## src/rtl/fetch_decode_ctrl_pkg.sv

```systemverilog
// Shared types and constants for the fetch/decode sequencer.
package fetch_decode_pkg;

  typedef enum logic [2:0] {
    RUN,
    LU,
    FLUSH,
    MEM_WAIT,
    HALT
  } state_t;

  localparam logic [15:0] NOP_OPCODE = 16'h0800;
  localparam logic [4:0]  RTI_OPCODE = 5'b00011;

  // Front-end control bundle, one bit per output.
  typedef struct packed {
    logic stall_decode;
    logic pc_hold;
    logic flush_fetch;
    logic nop_inject;
    logic halted;
  } ctrl_t;

endpackage

```

## src/rtl/fetch_decode_ctrl_if.sv

```systemverilog
// Pipeline-side signal bundle for fetch_decode_ctrl.
// stall_cycles exists only when FETCH_DECODE_PERF_CNT_EN is defined.
interface fetch_decode_ctrl_if #(
  parameter int REG_W = 3,
  parameter int CNT_W = 16
);
  logic [REG_W-1:0] id_rs;
  logic [REG_W-1:0] id_rt;
  logic             id_use_rs;
  logic             id_use_rt;
  logic             id_halt;
  logic             ex_load;
  logic [REG_W-1:0] ex_rd;
  logic             ex_rti;
  logic             br_taken;
  logic             inst_stall;
  logic             d_stall;
  logic             stall_decode;
  logic             pc_hold;
  logic             flush_fetch;
  logic             nop_inject;
  logic             halted;
`ifdef FETCH_DECODE_PERF_CNT_EN
  logic [CNT_W-1:0] stall_cycles;
`endif

  if (REG_W < 1 || CNT_W < 1) begin : g_param_check
    $error("fetch_decode_ctrl_if: REG_W and CNT_W must be >= 1");
  end

  modport master (
    output id_rs, id_rt, id_use_rs, id_use_rt, id_halt, ex_load, ex_rd,
           ex_rti, br_taken, inst_stall, d_stall,
    input  stall_decode, pc_hold, flush_fetch, nop_inject, halted
`ifdef FETCH_DECODE_PERF_CNT_EN
    , input stall_cycles
`endif
  );

  modport slave (
    input  id_rs, id_rt, id_use_rs, id_use_rt, id_halt, ex_load, ex_rd,
           ex_rti, br_taken, inst_stall, d_stall,
    output stall_decode, pc_hold, flush_fetch, nop_inject, halted
`ifdef FETCH_DECODE_PERF_CNT_EN
    , output stall_cycles
`endif
  );
endinterface

```

## src/rtl/fetch_decode_ctrl_hazard_detect.sv

```systemverilog
// Load-use hazard compare between the ID sources and the EX load destination.
module hazard_detect #(
  parameter int REG_W = 3
) (
  input  logic [REG_W-1:0] id_rs,
  input  logic [REG_W-1:0] id_rt,
  input  logic             id_use_rs,
  input  logic             id_use_rt,
  input  logic             ex_load,
  input  logic [REG_W-1:0] ex_rd,
  output logic             lu
);
  // Hazard when a load in EX writes a register the ID instruction reads.
  always_comb begin
    lu = ex_load & ((id_use_rs & (id_rs == ex_rd)) | (id_use_rt & (id_rt == ex_rd)));
  end
endmodule

```

## src/rtl/fetch_decode_ctrl.sv

```systemverilog
// Front-end sequencer: load-use stalls, branch flushes, memory-stall holds, HALT.
// Optional stall counter enabled by FETCH_DECODE_PERF_CNT_EN.
module fetch_decode_ctrl
  import fetch_decode_pkg::*;
#(
  parameter int FLUSH_CYCLES = 1,
  parameter int REG_W        = 3,
  parameter int CNT_W        = 16
) (
  input logic               clk,
  input logic               rst,
  fetch_decode_ctrl_if.slave bus
);
  localparam logic [1:0] FLUSH_LOAD = 2'(FLUSH_CYCLES - 1);

  if (FLUSH_CYCLES < 1 || FLUSH_CYCLES > 3 || CNT_W < 1) begin : g_param_check
    $error("fetch_decode_ctrl: FLUSH_CYCLES must be 1..3, CNT_W >= 1");
  end

  state_t     state, state_nxt;
  logic [1:0] flush_cnt, flush_cnt_nxt;
  logic       pend_br, pend_br_nxt;
  logic       lu, br_eff, lu_eff;
  ctrl_t      ctrl;

  hazard_detect #(.REG_W(REG_W)) u_hazard (
    .id_rs     (bus.id_rs),
    .id_rt     (bus.id_rt),
    .id_use_rs (bus.id_use_rs),
    .id_use_rt (bus.id_use_rt),
    .ex_load   (bus.ex_load),
    .ex_rd     (bus.ex_rd),
    .lu        (lu)
  );

  // Output and next-state decode. RUN, LU and MEM_WAIT share one priority
  // chain: LU masks the (already serviced) hazard, MEM_WAIT folds a branch
  // that arrived during the memory stall back in as if it were taken now.
  always_comb begin
    ctrl          = '0;
    state_nxt     = state;
    flush_cnt_nxt = flush_cnt;
    pend_br_nxt   = 1'b0;
    br_eff        = bus.br_taken | pend_br;
    lu_eff        = lu & (state != LU);
    case (state)
      HALT: begin
        ctrl.stall_decode = 1'b1;
        ctrl.pc_hold      = 1'b1;
        ctrl.nop_inject   = 1'b1;
        ctrl.halted       = 1'b1;
      end
      FLUSH: begin
        ctrl.flush_fetch = 1'b1;
        ctrl.nop_inject  = 1'b1;
        if (bus.d_stall) begin
          ctrl.stall_decode = 1'b1;
          ctrl.pc_hold      = 1'b1;
        end else if (flush_cnt <= 2'd1) begin
          flush_cnt_nxt = '0;
          state_nxt     = RUN;
        end else begin
          flush_cnt_nxt = flush_cnt - 2'd1;
        end
      end
      default: begin
        state_nxt = RUN;
        if (bus.id_halt && !br_eff) begin
          state_nxt = HALT;
        end else if (bus.d_stall) begin
          ctrl.stall_decode = 1'b1;
          ctrl.pc_hold      = 1'b1;
          pend_br_nxt       = br_eff;
          state_nxt         = MEM_WAIT;
        end else if (br_eff) begin
          ctrl.flush_fetch = 1'b1;
          ctrl.nop_inject  = 1'b1;
          flush_cnt_nxt    = FLUSH_LOAD;
          state_nxt        = (FLUSH_CYCLES > 1) ? FLUSH : RUN;
        end else if (lu_eff) begin
          ctrl.stall_decode = 1'b1;
          ctrl.pc_hold      = 1'b1;
          ctrl.nop_inject   = 1'b1;
          state_nxt         = LU;
        end else if (bus.inst_stall) begin
          ctrl.pc_hold     = 1'b1;
          ctrl.flush_fetch = 1'b1;
        end
      end
    endcase
    if (bus.ex_rti && state != HALT) begin
      ctrl.flush_fetch = 1'b0;
      ctrl.nop_inject  = 1'b0;
    end
    if (rst) begin
      ctrl = '0;
    end
  end

  // Sequencer state; reset abandons any stall, flush or pending branch.
  always_ff @(posedge clk or posedge rst) begin
    if (rst) begin
      state     <= RUN;
      flush_cnt <= '0;
      pend_br   <= 1'b0;
    end else begin
      state     <= state_nxt;
      flush_cnt <= flush_cnt_nxt;
      pend_br   <= pend_br_nxt;
    end
  end

  assign bus.stall_decode = ctrl.stall_decode;
  assign bus.pc_hold      = ctrl.pc_hold;
  assign bus.flush_fetch  = ctrl.flush_fetch;
  assign bus.nop_inject   = ctrl.nop_inject;
  assign bus.halted       = ctrl.halted;

`ifdef FETCH_DECODE_PERF_CNT_EN
  logic [CNT_W-1:0] stall_cnt;

  // Saturating count of cycles in which the PC was held.
  always_ff @(posedge clk or posedge rst) begin
    if (rst) begin
      stall_cnt <= '0;
    end else if (ctrl.pc_hold && stall_cnt != '1) begin
      stall_cnt <= stall_cnt + 1'b1;
    end
  end

  assign bus.stall_cycles = stall_cnt;
`endif
endmodule
```

## src/flat_wrapper.sv

```systemverilog
// flat-port wrapper written by rule: the top's interface ports become plain ports
module fetch_decode_ctrl_flat import fetch_decode_pkg::*;
#(
  parameter int FLUSH_CYCLES = 1,
  parameter int REG_W        = 3,
  parameter int CNT_W        = 16
)
  (clk, rst, bus_id_rs, bus_id_rt, bus_id_use_rs, bus_id_use_rt, bus_id_halt, bus_ex_load, bus_ex_rd, bus_ex_rti, bus_br_taken, bus_inst_stall, bus_d_stall, bus_stall_decode, bus_pc_hold, bus_flush_fetch, bus_nop_inject, bus_halted);
  fetch_decode_ctrl_if #(.REG_W(REG_W), .CNT_W(CNT_W)) bus_i ();
  input logic clk;
  input logic rst;
  input wire logic [$bits(bus_i.id_rs)-1:0] bus_id_rs;
  input wire logic [$bits(bus_i.id_rt)-1:0] bus_id_rt;
  input wire logic [$bits(bus_i.id_use_rs)-1:0] bus_id_use_rs;
  input wire logic [$bits(bus_i.id_use_rt)-1:0] bus_id_use_rt;
  input wire logic [$bits(bus_i.id_halt)-1:0] bus_id_halt;
  input wire logic [$bits(bus_i.ex_load)-1:0] bus_ex_load;
  input wire logic [$bits(bus_i.ex_rd)-1:0] bus_ex_rd;
  input wire logic [$bits(bus_i.ex_rti)-1:0] bus_ex_rti;
  input wire logic [$bits(bus_i.br_taken)-1:0] bus_br_taken;
  input wire logic [$bits(bus_i.inst_stall)-1:0] bus_inst_stall;
  input wire logic [$bits(bus_i.d_stall)-1:0] bus_d_stall;
  output wire logic [$bits(bus_i.stall_decode)-1:0] bus_stall_decode;
  output wire logic [$bits(bus_i.pc_hold)-1:0] bus_pc_hold;
  output wire logic [$bits(bus_i.flush_fetch)-1:0] bus_flush_fetch;
  output wire logic [$bits(bus_i.nop_inject)-1:0] bus_nop_inject;
  output wire logic [$bits(bus_i.halted)-1:0] bus_halted;
  assign bus_i.id_rs = bus_id_rs;
  assign bus_i.id_rt = bus_id_rt;
  assign bus_i.id_use_rs = bus_id_use_rs;
  assign bus_i.id_use_rt = bus_id_use_rt;
  assign bus_i.id_halt = bus_id_halt;
  assign bus_i.ex_load = bus_ex_load;
  assign bus_i.ex_rd = bus_ex_rd;
  assign bus_i.ex_rti = bus_ex_rti;
  assign bus_i.br_taken = bus_br_taken;
  assign bus_i.inst_stall = bus_inst_stall;
  assign bus_i.d_stall = bus_d_stall;
  assign bus_stall_decode = bus_i.stall_decode;
  assign bus_pc_hold = bus_i.pc_hold;
  assign bus_flush_fetch = bus_i.flush_fetch;
  assign bus_nop_inject = bus_i.nop_inject;
  assign bus_halted = bus_i.halted;
  fetch_decode_ctrl #(.FLUSH_CYCLES(FLUSH_CYCLES), .REG_W(REG_W), .CNT_W(CNT_W)) u_core (.clk(clk), .rst(rst), .bus(bus_i));
endmodule
```

## config.mk

```make
export PLATFORM = sky130hd
export DESIGN_NAME = fetch_decode_ctrl_flat
export DESIGN_NICKNAME = d
export VERILOG_FILES = /design/src/rtl/fetch_decode_ctrl_pkg.sv /design/src/rtl/fetch_decode_ctrl_if.sv /design/src/rtl/fetch_decode_ctrl_hazard_detect.sv /design/src/rtl/fetch_decode_ctrl.sv /design/src/flat_wrapper.sv
export SDC_FILE = /design/constraint.sdc
export NUM_CORES = 1
export LEC_CHECK = 0
export BUFFER_PORTS_ARGS = -buffer_cell sky130_fd_sc_hd__buf_2
export CAP_MARGIN = 30
export CORE_MARGIN = 4
export CORE_UTILIZATION = 25
export DETAILED_ROUTE_END_ITERATION = 8
export GPL_TIMING_DRIVEN = 0
export SLEW_MARGIN = 20
export SYNTH_ARGS = -nofsm -noshare
export SYNTH_HDL_FRONTEND = slang
export SYNTH_HIERARCHICAL = 1
export SYNTH_SLANG_ARGS = --single-unit
```

## constraint.sdc

```tcl
create_clock -name clk -period 1.6 [get_ports clk]
set_input_delay 0.08 -clock clk [delete_from_list [all_inputs] [get_ports clk]]
set_output_delay 0.08 -clock clk [all_outputs]
set_load 0.01 [all_outputs]
```

Yosys cells after proc, flatten, opt, wreduce, memory -nomap -nowiden
Index checks and enable logic that the tools add are counted.
- output and inout port bits: 5
- word-level logic and storage cells: 61
- input port bits: 19
- register bits: 6
- muxes and demuxes: 32
- eq/ne operators: 10
- add/sub/neg operators: 1
- reductions and logical operators: 7
- $lt $le $gt $ge: 1
- bitwise gates (word level): 7
- operators with widths (operator ; number):
    2-bit two-way mux ; 12
    3-bit two-way mux ; 5
    1-bit two-way mux ; 9
    2-bit case mux with 2 select lines ; 2
    3-bit equality test ; 2
    3-bit case mux with 2 select lines ; 1
    5-bit two-way mux ; 1
    5-bit AND reduction ; 1
    1-bit bitwise AND ; 4
    4-bit two-way mux ; 1
    2-bit by 1-bit != test with 1-bit output, second input constant ; 2
    2-bit != test, second input constant ; 2
    3-bit by 2-bit equality test with 1-bit output, second input constant ; 1
    3-bit equality test, second input constant ; 1
    3-bit by 1-bit != test with 1-bit output, second input constant ; 1
    3-bit != test, second input constant ; 1
    3-bit AND reduction ; 1
    2-bit by 1-bit <= comparator with 1-bit output, second input constant ; 1
    1-bit logical AND ; 2
    1-bit OR ; 2
    1-bit case mux with 2 select lines ; 1
    2-bit nonzero test ; 1
    2-bit OR reduction ; 1
    2-bit by 1-bit subtractor with 2-bit output, second input constant ; 1
    other kinds (2) ; 2

Longest topological paths before layout
- depth in word-level cells: 12
- depth in mapped cells: 6
- gate-level depth less buffers: 6

Modules after synthesis
The synthesis kept the hierarchy.
- modules (own cells, without submodules) (module ; area an instance (um^2) ; times used ; seq. area each (um^2) ; cells each):
    fetch_decode_ctrl ; 424.2 ; 1 ; 150.1 ; 49
    hazard_detect ; 72.6 ; 1 ; 0.0 ; 9

Least setup slack after synthesis
OpenSTA, ideal clock, no wires.
- path kind: reg-to-output
- start: register u_core.state[2]
- end: output bus_flush_fetch
- arrival: 1.413 ns
- required time: 1.520 ns
- cell stages (with the launch flop): 6
- slack: 0.107 ns
- cells stage by stage: dfrtp_1 -> buf_6 -> or3b_4 -> a31oi_4 -> a21oi_1 -> nor4_2
- cells in the longest elaborated chain, start to end: 9
- elaborated cells on any way between the ends: 13
- classes of those cells: eq/ne: 4; mux: 7; bitwise: 1; reduce/logical: 1
- ends and longest elaborated chain (what ; RTL line ; text):
    start, declared ; fetch_decode_ctrl.sv:20 ; state_t state, state_nxt;
    start signal, assigned ; fetch_decode_ctrl.sv:107 ; state <= state_nxt;
    3-bit by 1-bit != test with 1-bit output ; fetch_decode_ctrl.sv:45 ; lu_eff = lu & (state != LU);
    1-bit bitwise AND ; fetch_decode_ctrl.sv:45 ;
    1-bit two-way mux ; fetch_decode_ctrl.sv:80 ; end else if (lu_eff) begin
    2-bit two-way mux ; fetch_decode_ctrl.sv:75 ; end else if (br_eff) begin
    2-bit two-way mux ; fetch_decode_ctrl.sv:70 ; end else if (bus.d_stall) begin
    4-bit two-way mux ; fetch_decode_ctrl.sv:68 ; if (bus.id_halt && !br_eff) begin
    1-bit case mux with 2 select lines ; fetch_decode_ctrl.sv:46 ; case (state)
    2-bit two-way mux (*) ; fetch_decode_ctrl.sv:91 ; if (bus.ex_rti && state != HALT) begin
    5-bit two-way mux (*) ; fetch_decode_ctrl.sv:95 ; if (rst) begin
    end, declared ; flat_wrapper.sv:25 ; output wire logic [$bits(bus_i.flush_fetch)-1:0] bus_flush_fetch;
Mark *: on every way between the ends. The rest lies on a longest branch, timed or not.

Worst setup path after layout
- start: register u_core.state[1]
- end: output bus_flush_fetch
Same word-level chain as after synthesis.

==> flow_summary.yaml <==
worst_setup_path:
  crit_arrival_ns: 1.66
  start_kind: "register"
  critPathMaxFanout: 5
  worstSetupPathType: "reg -> out"
  cp_data_required_time_ns: 1.52
  critPathCaptureType: "output port"
yosys:
  synthTopCellsByCount: "nor2_1 (9), xnor2_1 (7), dfrtp_1 (6)"
  synthArstFlopShare: 1.00
  synthDistinctLibCells: 26
  synth_top_area_cell: "dfrtp_1"
  synthesis.nets: 77
  yosys_warnings: 6
  synth_seq_cells: 6
  syn_area_um2: 497
  ys_seq_area_frac: 0.302
  synth_top_flop_cell: "dfrtp_1"
  synth.area.top_cells: "dfrtp_1 (30%), xnor2_1 (12%), nor2_1 (6.8%), a31oi_4 (4.3%), a21oi_1 (4.0%)"
  syn_avg_cell_area_um2: 8.56
  synth_top_area_share: 0.302
  synth_cells: 58
  synth_edf_count: 0
  synth_most_common_cell: "nor2_1"
route:
  wirelength_um: 1480
  wire_per_inst_um: 12.3
  topRoutingLayerUsed: "met4"
  first_pass_iters: 4
  viasPerCell: 4.63
  drt_iter0_drc: 11
  num_vias: 556
  drc: 0
  met1Wirelength_um: 640
  dr_wl_met2_um: 751
  antenna_left: 0
  dr_wl_met3_um: 78
placed_design:
  hpwl_um: 1060
  pre_cts_slack_ns: -0.00843
  place_congestion: 0.738
  port-buffer-count: 23
sta:
  final.setup.worst_slack_ns: -0.140
  fin_crit_ns: 1.74
  slew-limit-headroom: 0.749
  fmax_ghz: 0.575
  fin_setup_tns_ns: -0.286
  setup_viol: 4
  rsz0062_at_grt: "yes"
  hold_viol: 0
  holdWs_ns: 0.0893
  worst_slew_pin_slew_ns: 0.376
  slew_viol_final: 0
  finClkSkew_ns: 0.00380
  finalCritPeriodShare: 1.09
floorplan:
  io_pins: 24
  rows: 15
  die_h_um: 52.6
  core_um2: 1800
  start_util: 0.276
  die_area_um2: 2760
  fp.dieW_um: 52.6
cells_and_area:
  area_growth_pct: 63.5
  diodes: 0
  layout-drive-gt1-share: 0.537
  fill_cells: 201
  layout.nets: 116
grt:
  grt_start_max_net_pins: 10
  grt_pass1_vias: 568
  grt_pass1_wl_um: 2380
  grt_overflow: 0
  antenna_found_initial: 0
  grtUsageTotal: 0.119
hold_path:
  hold_path.class: "in -> reg"
cts:
  clock_latency_ns: 0.24
  cts_root_buffer: "clkbuf_4"
  cts_buffers: 3
  htreeDepth: 1
  clk_pin_slew_ns: 0.04
  clock_sinks: 6
  ctsLongestPathBuffers: 2
  cts_tree: "built"
status:
  violations: "negative setup slack"
  status: "finished with violations"
power:
  total_power_w: 0.00121
  power_density_nw_per_um2: 1480
  p_leak_nw: 0.358
  ir_drop_v: 0.000585
flow_run:
  drv_cap: 0
==> routing by layer <==
layer,vias up,track usage
li1,288,-
met3,2,0.0427
met2,22,0.200
met4,0,0.0511
met5,-,0
met1,244,0.134
==> critical path, stage by stage, from the launching register on <==
cell and delay [ns]:
dfrtp_2 0.43, or3b_4 0.42, a31oi_4 0.18, a21oi_2 0.10, nor4_2 0.12, buf_2 0.16
==> per-stage QoR <==
stage	std cells	utilization	instance area [µm²]
5_1_grt	120	0.451	812
2_1_floorplan	58	-	497
6_report	120	0.451	812
3_5_place_dp	106	0.357	643
4_1_cts	117	0.414	746
3_3_place_gp	106	0.357	643
==> final timing paths <==
kind                       cells after the start  slack, ns                  end                 from
min in group asynchronous                      3       0.35      u_core/state[1]                  rst
hold / removal                                 2       0.09      u_core/state[0]          bus_id_halt
hold reg to reg                                1       0.48  u_core/flush_cnt[0]  u_core/flush_cnt[0]
setup / recovery                               5      -0.14      bus_flush_fetch      u_core/state[1]
max in group asynchronous                      3       1.03      u_core/state[2]                  rst
setup reg to reg                               5       0.18      u_core/state[0]      u_core/state[1]
==> area by class of cell <==
type | instances | area [µm²] | share of cell area
Clock buffer | 3 | 22.5 | 0.0277
Inverter | 3 | 11.3 | 0.0139
Multi-Input combinational cell | 48 | 379 | 0.467
Sequential cell | 6 | 153 | 0.188
Tap cell | 25 | 31.3 | 0.0385
Timing Repair Buffer | 35 | 215 | 0.265
==> power by group <==
| part | leakage, nW | switching, W | internal [W] |
|---|---|---|---|
| combinational | 0.268 | 0.000407 | 0.000405 |
| clock | 0.0138 | 0.0000493 | 0.0000845 |
| sequential | 0.0762 | 0.0000559 | 0.000204 |
==> kinds of logic after synthesis <==
logic type      after synthesis  synth area share
simple gates                 23             0.247
compound gates               17             0.262
buf+inv                       4            0.0453
xor+xnor                      7             0.123
mux                           1            0.0202
flops                         6             0.302
==> cells in the final DEF, fill, tap and decap left out, drive strengths merged, types with 2 or more instances in the layout <==
cell type	n
a21boi	2
inv	3
dfrtp	6
nor2	11
nand3	2
a221oi	2
a21oi	4
nand4	2
o21ai	3
nand2	3
clkbuf	3
buf	34
xnor2	7
==> sequential cells by signal, indices dropped and copies added, names as in the netlist <==
| register | flops |
|---|---|
| u_core/state | 3 |
| u_core/flush_cnt | 2 |
| u_core/pend_br | 1 |
==> what timing repair did <==
item / in CTS / in global routing
endpoints found under the setup margin: 4 / 4
buffers inserted: 7 / 4
pin swaps: 5 / 5
hold buffers: 1 / 0
gates resized for setup: 5 / 9
hold endpoints to repair: 6 / 0
(Power assumes the default switching activity.)
